`config.mk`:
```
export PLATFORM = sky130hd
export DESIGN_NAME = bcd_time_core
export DESIGN_NICKNAME = d
export VERILOG_FILES = /design/src/rtl/bcd_time_pkg.sv /design/src/rtl/bcd2_mod_counter.sv /design/src/rtl/bcd_time_core.sv
export SDC_FILE = /design/constraint.sdc
export NUM_CORES = 1
export LEC_CHECK = 0
export ABC_AREA = 1
export CAP_MARGIN = 10
export CORE_UTILIZATION = 60
export CTS_CLUSTER_SIZE = 14
export DETAILED_ROUTE_END_ITERATION = 8
export GPL_TIMING_DRIVEN = 0
export PLACE_DENSITY_LB_ADDON = 0.12
export SLEW_MARGIN = 20
export SYNTH_ARGS = -nofsm -noshare
export SYNTH_HDL_FRONTEND = slang
export SYNTH_SLANG_ARGS = --single-unit
```
`constraint.sdc`:
```
create_clock -name clk -period 2.9 [get_ports clk]
set_input_delay 0.58 -clock clk [delete_from_list [all_inputs] [get_ports clk]]
set_output_delay 0.58 -clock clk [all_outputs]
set_load 0.1 [all_outputs]
```
`src/rtl/bcd_time_pkg.sv`:
```
`default_nettype none
// ============================================================================
// bcd_time_pkg : shared edit-state encoding and field limits for bcd_time_core
// Revision 1.0
// ============================================================================
package bcd_time_pkg;

  // State encodings double as the edit_field output value.
  typedef enum logic [1:0] {
    ST_RUN    = 2'b00,
    ST_EDIT_H = 2'b01,
    ST_EDIT_M = 2'b10,
    ST_EDIT_S = 2'b11
  } state_e;

  localparam int SEC_MAX  = 59;
  localparam int MIN_MAX  = 59;
  localparam int HOUR_MAX = 23;

endpackage
`default_nettype wire

```
`src/rtl/bcd2_mod_counter.sv`:
```
`default_nettype none
// ============================================================================
// bcd2_mod_counter : two-digit BCD counter, 00..MAX, wraps to 00 on inc at MAX
// Revision 1.0
// ============================================================================
module bcd2_mod_counter
  import bcd_time_pkg::*;
#(
  parameter int MAX = SEC_MAX
) (
  input  logic       clk,
  input  logic       rst,
  input  logic       inc,
  output logic [3:0] ones,
  output logic [3:0] tens,
  output logic       wrap
);

  localparam logic [3:0] c_ONES_MAX = 4'(MAX % 10);
  localparam logic [3:0] c_TENS_MAX = 4'(MAX / 10);

  logic [3:0] ones_q, ones_d;
  logic [3:0] tens_q, tens_d;

  assign wrap = inc && (ones_q == c_ONES_MAX) && (tens_q == c_TENS_MAX);

  always_comb begin
    ones_d = ones_q;
    tens_d = tens_q;
    if (wrap) begin
      ones_d = '0;
      tens_d = '0;
    end else if (inc) begin
      if (ones_q == 4'd9) begin
        ones_d = '0;
        tens_d = tens_q + 4'd1;
      end else begin
        ones_d = ones_q + 4'd1;
      end
    end
  end

  always_ff @(posedge clk) begin
    if (!rst) begin
      ones_q <= '0;
      tens_q <= '0;
    end else begin
      ones_q <= ones_d;
      tens_q <= tens_d;
    end
  end

  assign ones = ones_q;
  assign tens = tens_q;

endmodule
`default_nettype wire

```
`src/rtl/bcd_time_core.sv`:
```
`default_nettype none
// ============================================================================
// bcd_time_core : 1 Hz prescaler, 24h BCD HH:MM:SS clock and field-edit FSM
// Revision 1.0
// ============================================================================
module bcd_time_core
  import bcd_time_pkg::*;
#(
  parameter int TICK_DIV = 100_000_000,
  parameter int CNT_W    = 27
) (
  input  logic       clk,
  input  logic       rst,
  input  logic       run_en,
  input  logic       mode_p,
  input  logic       inc_p,
  output logic [3:0] sec0,
  output logic [3:0] sec1,
  output logic [3:0] min0,
  output logic [3:0] min1,
  output logic [3:0] hour0,
  output logic [3:0] hour1,
  output logic       tick_1hz,
  output logic [1:0] edit_field
);

  localparam logic [CNT_W-1:0] c_CNT_TERM = CNT_W'(TICK_DIV - 1);

  state_e           state_q, state_d;
  logic [CNT_W-1:0] cnt_q, cnt_d;
  logic             tick_q;

  logic w_run, w_tick, w_edit_inc;
  logic w_sec_inc, w_min_inc, w_hour_inc;
  logic w_sec_wrap, w_min_wrap, w_unused_hour_wrap;

  assign w_run      = (state_q == ST_RUN) && run_en;
  assign w_tick     = w_run && (cnt_q == c_CNT_TERM);
  // mode_p takes priority, so a coincident inc_p is dropped.
  assign w_edit_inc = inc_p && !mode_p;

  // Carries only ride the tick; edit increments never ripple into the next field.
  assign w_sec_inc  = w_tick || (w_edit_inc && (state_q == ST_EDIT_S));
  assign w_min_inc  = (w_tick && w_sec_wrap) || (w_edit_inc && (state_q == ST_EDIT_M));
  assign w_hour_inc = (w_tick && w_sec_wrap && w_min_wrap) ||
                      (w_edit_inc && (state_q == ST_EDIT_H));

  always_comb begin
    state_d = state_q;
    cnt_d   = cnt_q;
    if (w_run) begin
      cnt_d = (cnt_q == c_CNT_TERM) ? '0 : cnt_q + CNT_W'(1);
    end
    if (mode_p) begin
      case (state_q)
        ST_RUN:    state_d = ST_EDIT_H;
        ST_EDIT_H: state_d = ST_EDIT_M;
        ST_EDIT_M: state_d = ST_EDIT_S;
        ST_EDIT_S: begin
          state_d = ST_RUN;
          cnt_d   = '0;
        end
      endcase
    end
  end

  always_ff @(posedge clk) begin
    if (!rst) begin
      state_q <= ST_RUN;
      cnt_q   <= '0;
      tick_q  <= 1'b0;
    end else begin
      state_q <= state_d;
      cnt_q   <= cnt_d;
      tick_q  <= w_tick;
    end
  end

  bcd2_mod_counter #(.MAX(SEC_MAX)) u_sec (
    .clk  (clk),
    .rst  (rst),
    .inc  (w_sec_inc),
    .ones (sec0),
    .tens (sec1),
    .wrap (w_sec_wrap)
  );

  bcd2_mod_counter #(.MAX(MIN_MAX)) u_min (
    .clk  (clk),
    .rst  (rst),
    .inc  (w_min_inc),
    .ones (min0),
    .tens (min1),
    .wrap (w_min_wrap)
  );

  bcd2_mod_counter #(.MAX(HOUR_MAX)) u_hour (
    .clk  (clk),
    .rst  (rst),
    .inc  (w_hour_inc),
    .ones (hour0),
    .tens (hour1),
    .wrap (w_unused_hour_wrap)
  );

  assign tick_1hz   = tick_q;
  assign edit_field = state_q;

endmodule
`default_nettype wire

```
# [Word level (Yosys, flattened, before mapping)]
# Index checks and enable logic that the tools add are counted.
# Widths: inputs -> output; s select.
[classes] add_sub_neg=7 eq_ne=11 mux=8 bitwise=1 reduce_logical=25
[op_table] cell="$mux 27" n=4
[op_table] cell="$add 27x1->27 const B" n=1
[op_table] cell="$eq 27x27->1 const B" n=1
[op_table] cell="$add 4x1->4 const B" n=6
[op_table] cell="$logic_and 1x1->1" n=14
[op_table] cell="$eq 4x4->1 const B" n=3
[op_table] cell="$mux 4" n=3
[op_table] cell="$eq 4x2->1 const B" n=2
[op_table] cell="$eq 4x3->1 const B" n=2
[op_table] cell="$pmux 2 s4" n=1
[op_table] cell="$reduce_and 2->1" n=3
[op_table] cell="$reduce_or 2->1" n=3
[op_table] cell="$eq 2x2->1 const B" n=2
[op_table] cell="$logic_or 1x1->1" n=3
[op_table] cell="$eq 2x1->1 const B" n=1
[op_table] cell="$logic_not 2->1" n=1
[op_table] cell="$logic_not 1->1" n=1
[op_table] cell="$not 1->1" n=1
[word_totals] ff_bits=54 inputBits=5 elab_cells=61

# [Logic depth before layout (Yosys ltp)]
[depth] word_depth=15 mapped_depth=16 ltp_nobuf=15

# [Cells and area by module]
# A second synthesis with hierarchy kept.
[hier_totals] cells_unflattened=477 area_unflattened_um2=3228.1
[modules_own_cells] mod="bcd_time_core" instances=1 cells_each=291 area_each_um2=1885.6 seq_area_each_um2=600.6
[modules_own_cells] mod="bcd2_mod_counter (u_min ...)" instances=2 cells_each=59 area_each_um2=434.2 seq_area_each_um2=160.2
[modules_own_cells] mod="bcd2_mod_counter (u_hour)" instances=1 cells_each=68 area_each_um2=474.2 seq_area_each_um2=160.2

# [Worst setup path before layout]
# No wires, ideal clock.
[synth_timing] kind="register to register" from="reg state_q[0], in the netlist edit_field[0]" to="reg u_min.tens_q[2], in the netlist u_min.tens[2]" arrival_ns=2.620 required_time_ns=2.820 path_slack_ns=0.200 stages_incl_launch_ff=16 path_buffers=0 path_cell_list="dfxtp_1 > inv_1 > ha_1 > nand2_1 > inv_1 > nand3_1 > nor2_2 > nand2_2 > nand2_4 > nand4_2 > nand2_4 > nand2_1 > inv_1 > nand2_1 > nand2_1 > nor3b_1"
[synth_between] elab_chain_len=11 word_cells_on_any_way=16 cone_classes="eq/ne (2); reduce/logical (14)"
[synth_rtl] element="start: declaration" line="bcd_time_core.sv:29" rtl="state_e state_q, state_d;"
[synth_rtl] element="start signal: assignment" line="bcd_time_core.sv:73" rtl="state_q <= state_d;"
[synth_rtl] element="$logic_not 2->1" line="bcd_time_core.sv:37" rtl="assign w_run = (state_q == ST_RUN) && run_en;"
[synth_rtl] element="$logic_and 1x1->1" line="bcd_time_core.sv:37"
[synth_rtl] element="$logic_and 1x1->1" line="bcd_time_core.sv:38" rtl="assign w_tick = w_run && (cnt_q == c_CNT_TERM);"
[synth_rtl] element="$logic_or 1x1->1" line="bcd_time_core.sv:43" rtl="assign w_sec_inc = w_tick || (w_edit_inc && (state_q == ST_EDIT_S));"
[synth_rtl] element="$logic_and 1x1->1 (2 in series)" line="bcd2_mod_counter.sv:25" rtl="assign wrap = inc && (ones_q == c_ONES_MAX) && (tens_q == c_TENS_MAX);"
[synth_rtl] element="$logic_and 1x1->1" line="bcd_time_core.sv:44" rtl="assign w_min_inc = (w_tick && w_sec_wrap) || (w_edit_inc && (state_q == ST_EDIT_M));"
[synth_rtl] element="$logic_or 1x1->1 (*)" line="bcd_time_core.sv:44"
[synth_rtl] element="$logic_and 1x1->1 (2 in series)" line="bcd2_mod_counter.sv:25"
[synth_rtl] element="$reduce_or 2->1 (no source line)"
[synth_rtl] element="end signal: assignment" line="bcd2_mod_counter.sv:49" rtl="tens_q <= tens_d;"
[synth_rtl] element="end: declaration" line="bcd2_mod_counter.sv:23" rtl="logic [3:0] tens_q, tens_d;"
# Mark *: on every way between the ends. The rest lies on a longest branch, timed or not.
# A chain may end at the register's enable or synchronous reset.

# [Worst setup path after layout]
[layout_timing] from="reg u_min.tens_q[0], in the netlist u_min.tens[0]" to="out min1[0]"
[layout_rtl] element="end: declaration" line="bcd_time_core.sv:20" rtl="output logic [3:0] min1,"
# No word-level cell between the ends.

==> flow_summary.ini <==
[drt]
num_vias = 2641
post_drt_wl_per_cell_um = 11.8
drt_iter0_drc = 135
via_per_inst = 5.19
routed_wl_um = 6010
ant_nets = 0
drtPass1Iterations = 4
drc = 0

[grt]
grt_pass1_wl_um = 10400
grt-ovfl-total = 0
grt_max_degree = 16
grt_usage = 0.248
grt_pass1_vias = 2397
antenna_found_initial = 0

[cts]
post_cts_buffers = 0
cts_root_buf = clkbuf_8
cts_buffers = 5
cts_max_level = 2
post_cts_resized = 0
path_clk_slew_ns = 0.09
cts_tree = yes
cts_sinks = 54
cts_hold_buf = 0
clockBufferDepth = 2
clock_latency_ns = 0.31

[yosys]
yosysUniqueCellTypes = 42
synthFlopType = dfxtp_1
yosys.area.top_type = dfxtp_1
async_flop_share = 0
synth_area_leaders = dfxtp_1 37%, nor2_1 7.3%, nand2_1 7.0%
syn_area_mm2 = 0.00295
ys_warn_count = 0
yosysSeqAreaShare = 0.367
synth-edff-count = 0
synth_most_common_cell = nor2_1
synth_nets = 419
synth_commonest_cells = 57 x nor2_1, 55 x nand2_1, 54 x dfxtp_1
synthCells = 403
postSynthAreaPerCell_um2 = 7.31
yosysTopAreaCellShare = 0.367
yosys_register_bits = 54

[place]
routabilityCongestion = 0.837
portBuffers = 31
pre_cts_ws_ns = 0.0873
dp_hpwl_um = 4500

[sta]
min_period_ns = 2.50
setup_viol = 0
rsz0062_at_grt = false
slew_violations = 0
worst_pin_slew_ns = 0.990
fin_tns_setup_ns = 0
fin_skew_ns = 0.00272
setup_slack_ns = 0.404
slew_headroom = 0.338
final_hold_viol_count = 0
fmax_mhz = 401
period_share = 0.861

[critical_path]
cpMaxStageDelayCell = clkdlybuf4s50_1
critPathLaunchType = flip-flop
cp_top_family = buffers and inverters
critPathKind = flip-flop to output port
path_max_fanout = 6
crit_path_cell_trace = clkdlybuf4s50_1
worstPathRequired_ns = 2.32
critical_path.max_stage_delay_ns = 1.18
cp_num_buf_inv = 1
cp-end-kind = output port
crit_arrival_ns = 1.92

[finish]
multi_input_area_mm2 = 0.00162
synthToLayoutAreaGrowth_pct = 16.5
regArea_mm2 = 0.00108
fill_cells = 392
drive_above_1_share = 0.0882
finalNetCount = 457
num_antenna_cells = 0

[floorplan]
design.core.area_mm2 = 0.00472
initial_core_util = 0.624
pin_count = 32
die_y_um = 72.1
die_w_um = 72.1
die-area_mm2 = 0.00520
std_cell_rows = 25

[power_and_ir_drop]
p_leak_nw = 1.25
seqPwrFrac = 0.583
clockPowerShare = 0.331
combPwrFrac = 0.086
max-vdd-ir-drop_v = 0.000219
internal-power_w = 0.000973
p_sw_frac = 0.252
power_switching_w = 0.000327
power_density_mw_per_mm2 = 379

[run]
maxCapViolations = 0

[outcome]
status = finished clean

[worst_hold_path]
hp-class = flip-flop to flip-flop
-- sequential cells by signal (all words and copies together) (netlist names) --
register     cells
u_hour.tens      4
u_sec.ones       4
u_min.tens       4
u_min.ones       4
u_sec.tens       4
edit_field       2
tick_1hz         1
cnt_q           27
u_hour.ones      4
-- worst paths after layout --
path / start / end / slack (ns) / cells past startpoint
worst min register to register: cnt_q[5] / cnt_q[5] / 0.47 / 2
worst min-delay path: cnt_q[5] / cnt_q[5] / 0.47 / 2
worst max register to register: edit_field[0] / u_hour.tens[0] / 0.48 / 15
worst max-delay path: u_min.tens[0] / min1[0] / 0.40 / 1
-- cell type report --
cell class                 instances  area share
clock inverter                     1     0.00146
multi-input combinational        287       0.471
timing repair buffer              31      0.0904
buffer                             5      0.0102
inverter                          57      0.0623
sequential                        54       0.315
tap                               67      0.0244
clock buffer                       7      0.0252
-- kinds of logic after synthesis --
family,Yosys count,share of synthesized area
AND/OR/NAND/NOR,216,0.372
buffers and inverters,62,0.0845
flip-flops,54,0.367
AO/OA/AOI/OAI,44,0.0824
XOR/XNOR,16,0.0476
adder cells (fa/ha/maj),11,0.0467
-- per-stage QoR --
stage          cells  power [W]  hold slack, ns  cell area, um2   util
2_1_floorplan    403   0.000855           0.443            2950      -
3_3_place_gp     501   0.000885           0.454            3340  0.707
3_5_place_dp     501   0.000887           0.465            3340  0.707
4_1_cts          509    0.00131           0.478            3430  0.727
5_1_grt          509    0.00136           0.518            3430  0.727
6_report         509    0.00130           0.472            3430  0.727
-- power by group through the flow --
stage | Combinational [W] | Sequential [W] | Clock (W)
after floorplan | 0.0000488 | 0.000806 | 0
after global placement | 0.000110 | 0.000775 | 0
after detailed placement | 0.000112 | 0.000775 | 0
after CTS | 0.000112 | 0.000758 | 0.000444
after global routing | 0.000121 | 0.000759 | 0.000475
final | 0.000112 | 0.000758 | 0.000431
-- cells in the final DEF, fill, tap and decap left out, types with 2 or more instances in the layout --
cell type        Yosys  routed
clkdlybuf4s50_1      0      31
o21a_1               2       2
nand3_1             31      31
clkbuf_8             0       6
o211ai_1             2       2
nor3b_1              9       9
nor2_2               5       5
nand2_4              3       3
clkbuf_1             2       3
nand4_1              8       8
nand2_1             55      55
nand3b_1             2       2
xnor2_1              2       2
nor2_1              57      57
inv_1               51      51
or2_0                2       2
o21ai_0              9       9
nor4_1               4       4
ha_1                11      11
a21oi_1             24      24
a31oi_1              2       2
dfxtp_1             54      54
nand2_2              7       7
nor2_4               2       2
xor2_1              14      14
inv_2                5       5
nor3_1              23      23
-- layer usage --
layer,part of all wire,up-vias,track usage
li1,-,1391,-
met1,0.46,1201,0.320
met2,0.48,41,0.428
met3,0.038,8,0.0417
met4,0.013,0,0.0697
met5,0,-,0
Power figures use the tool's default switching activity.
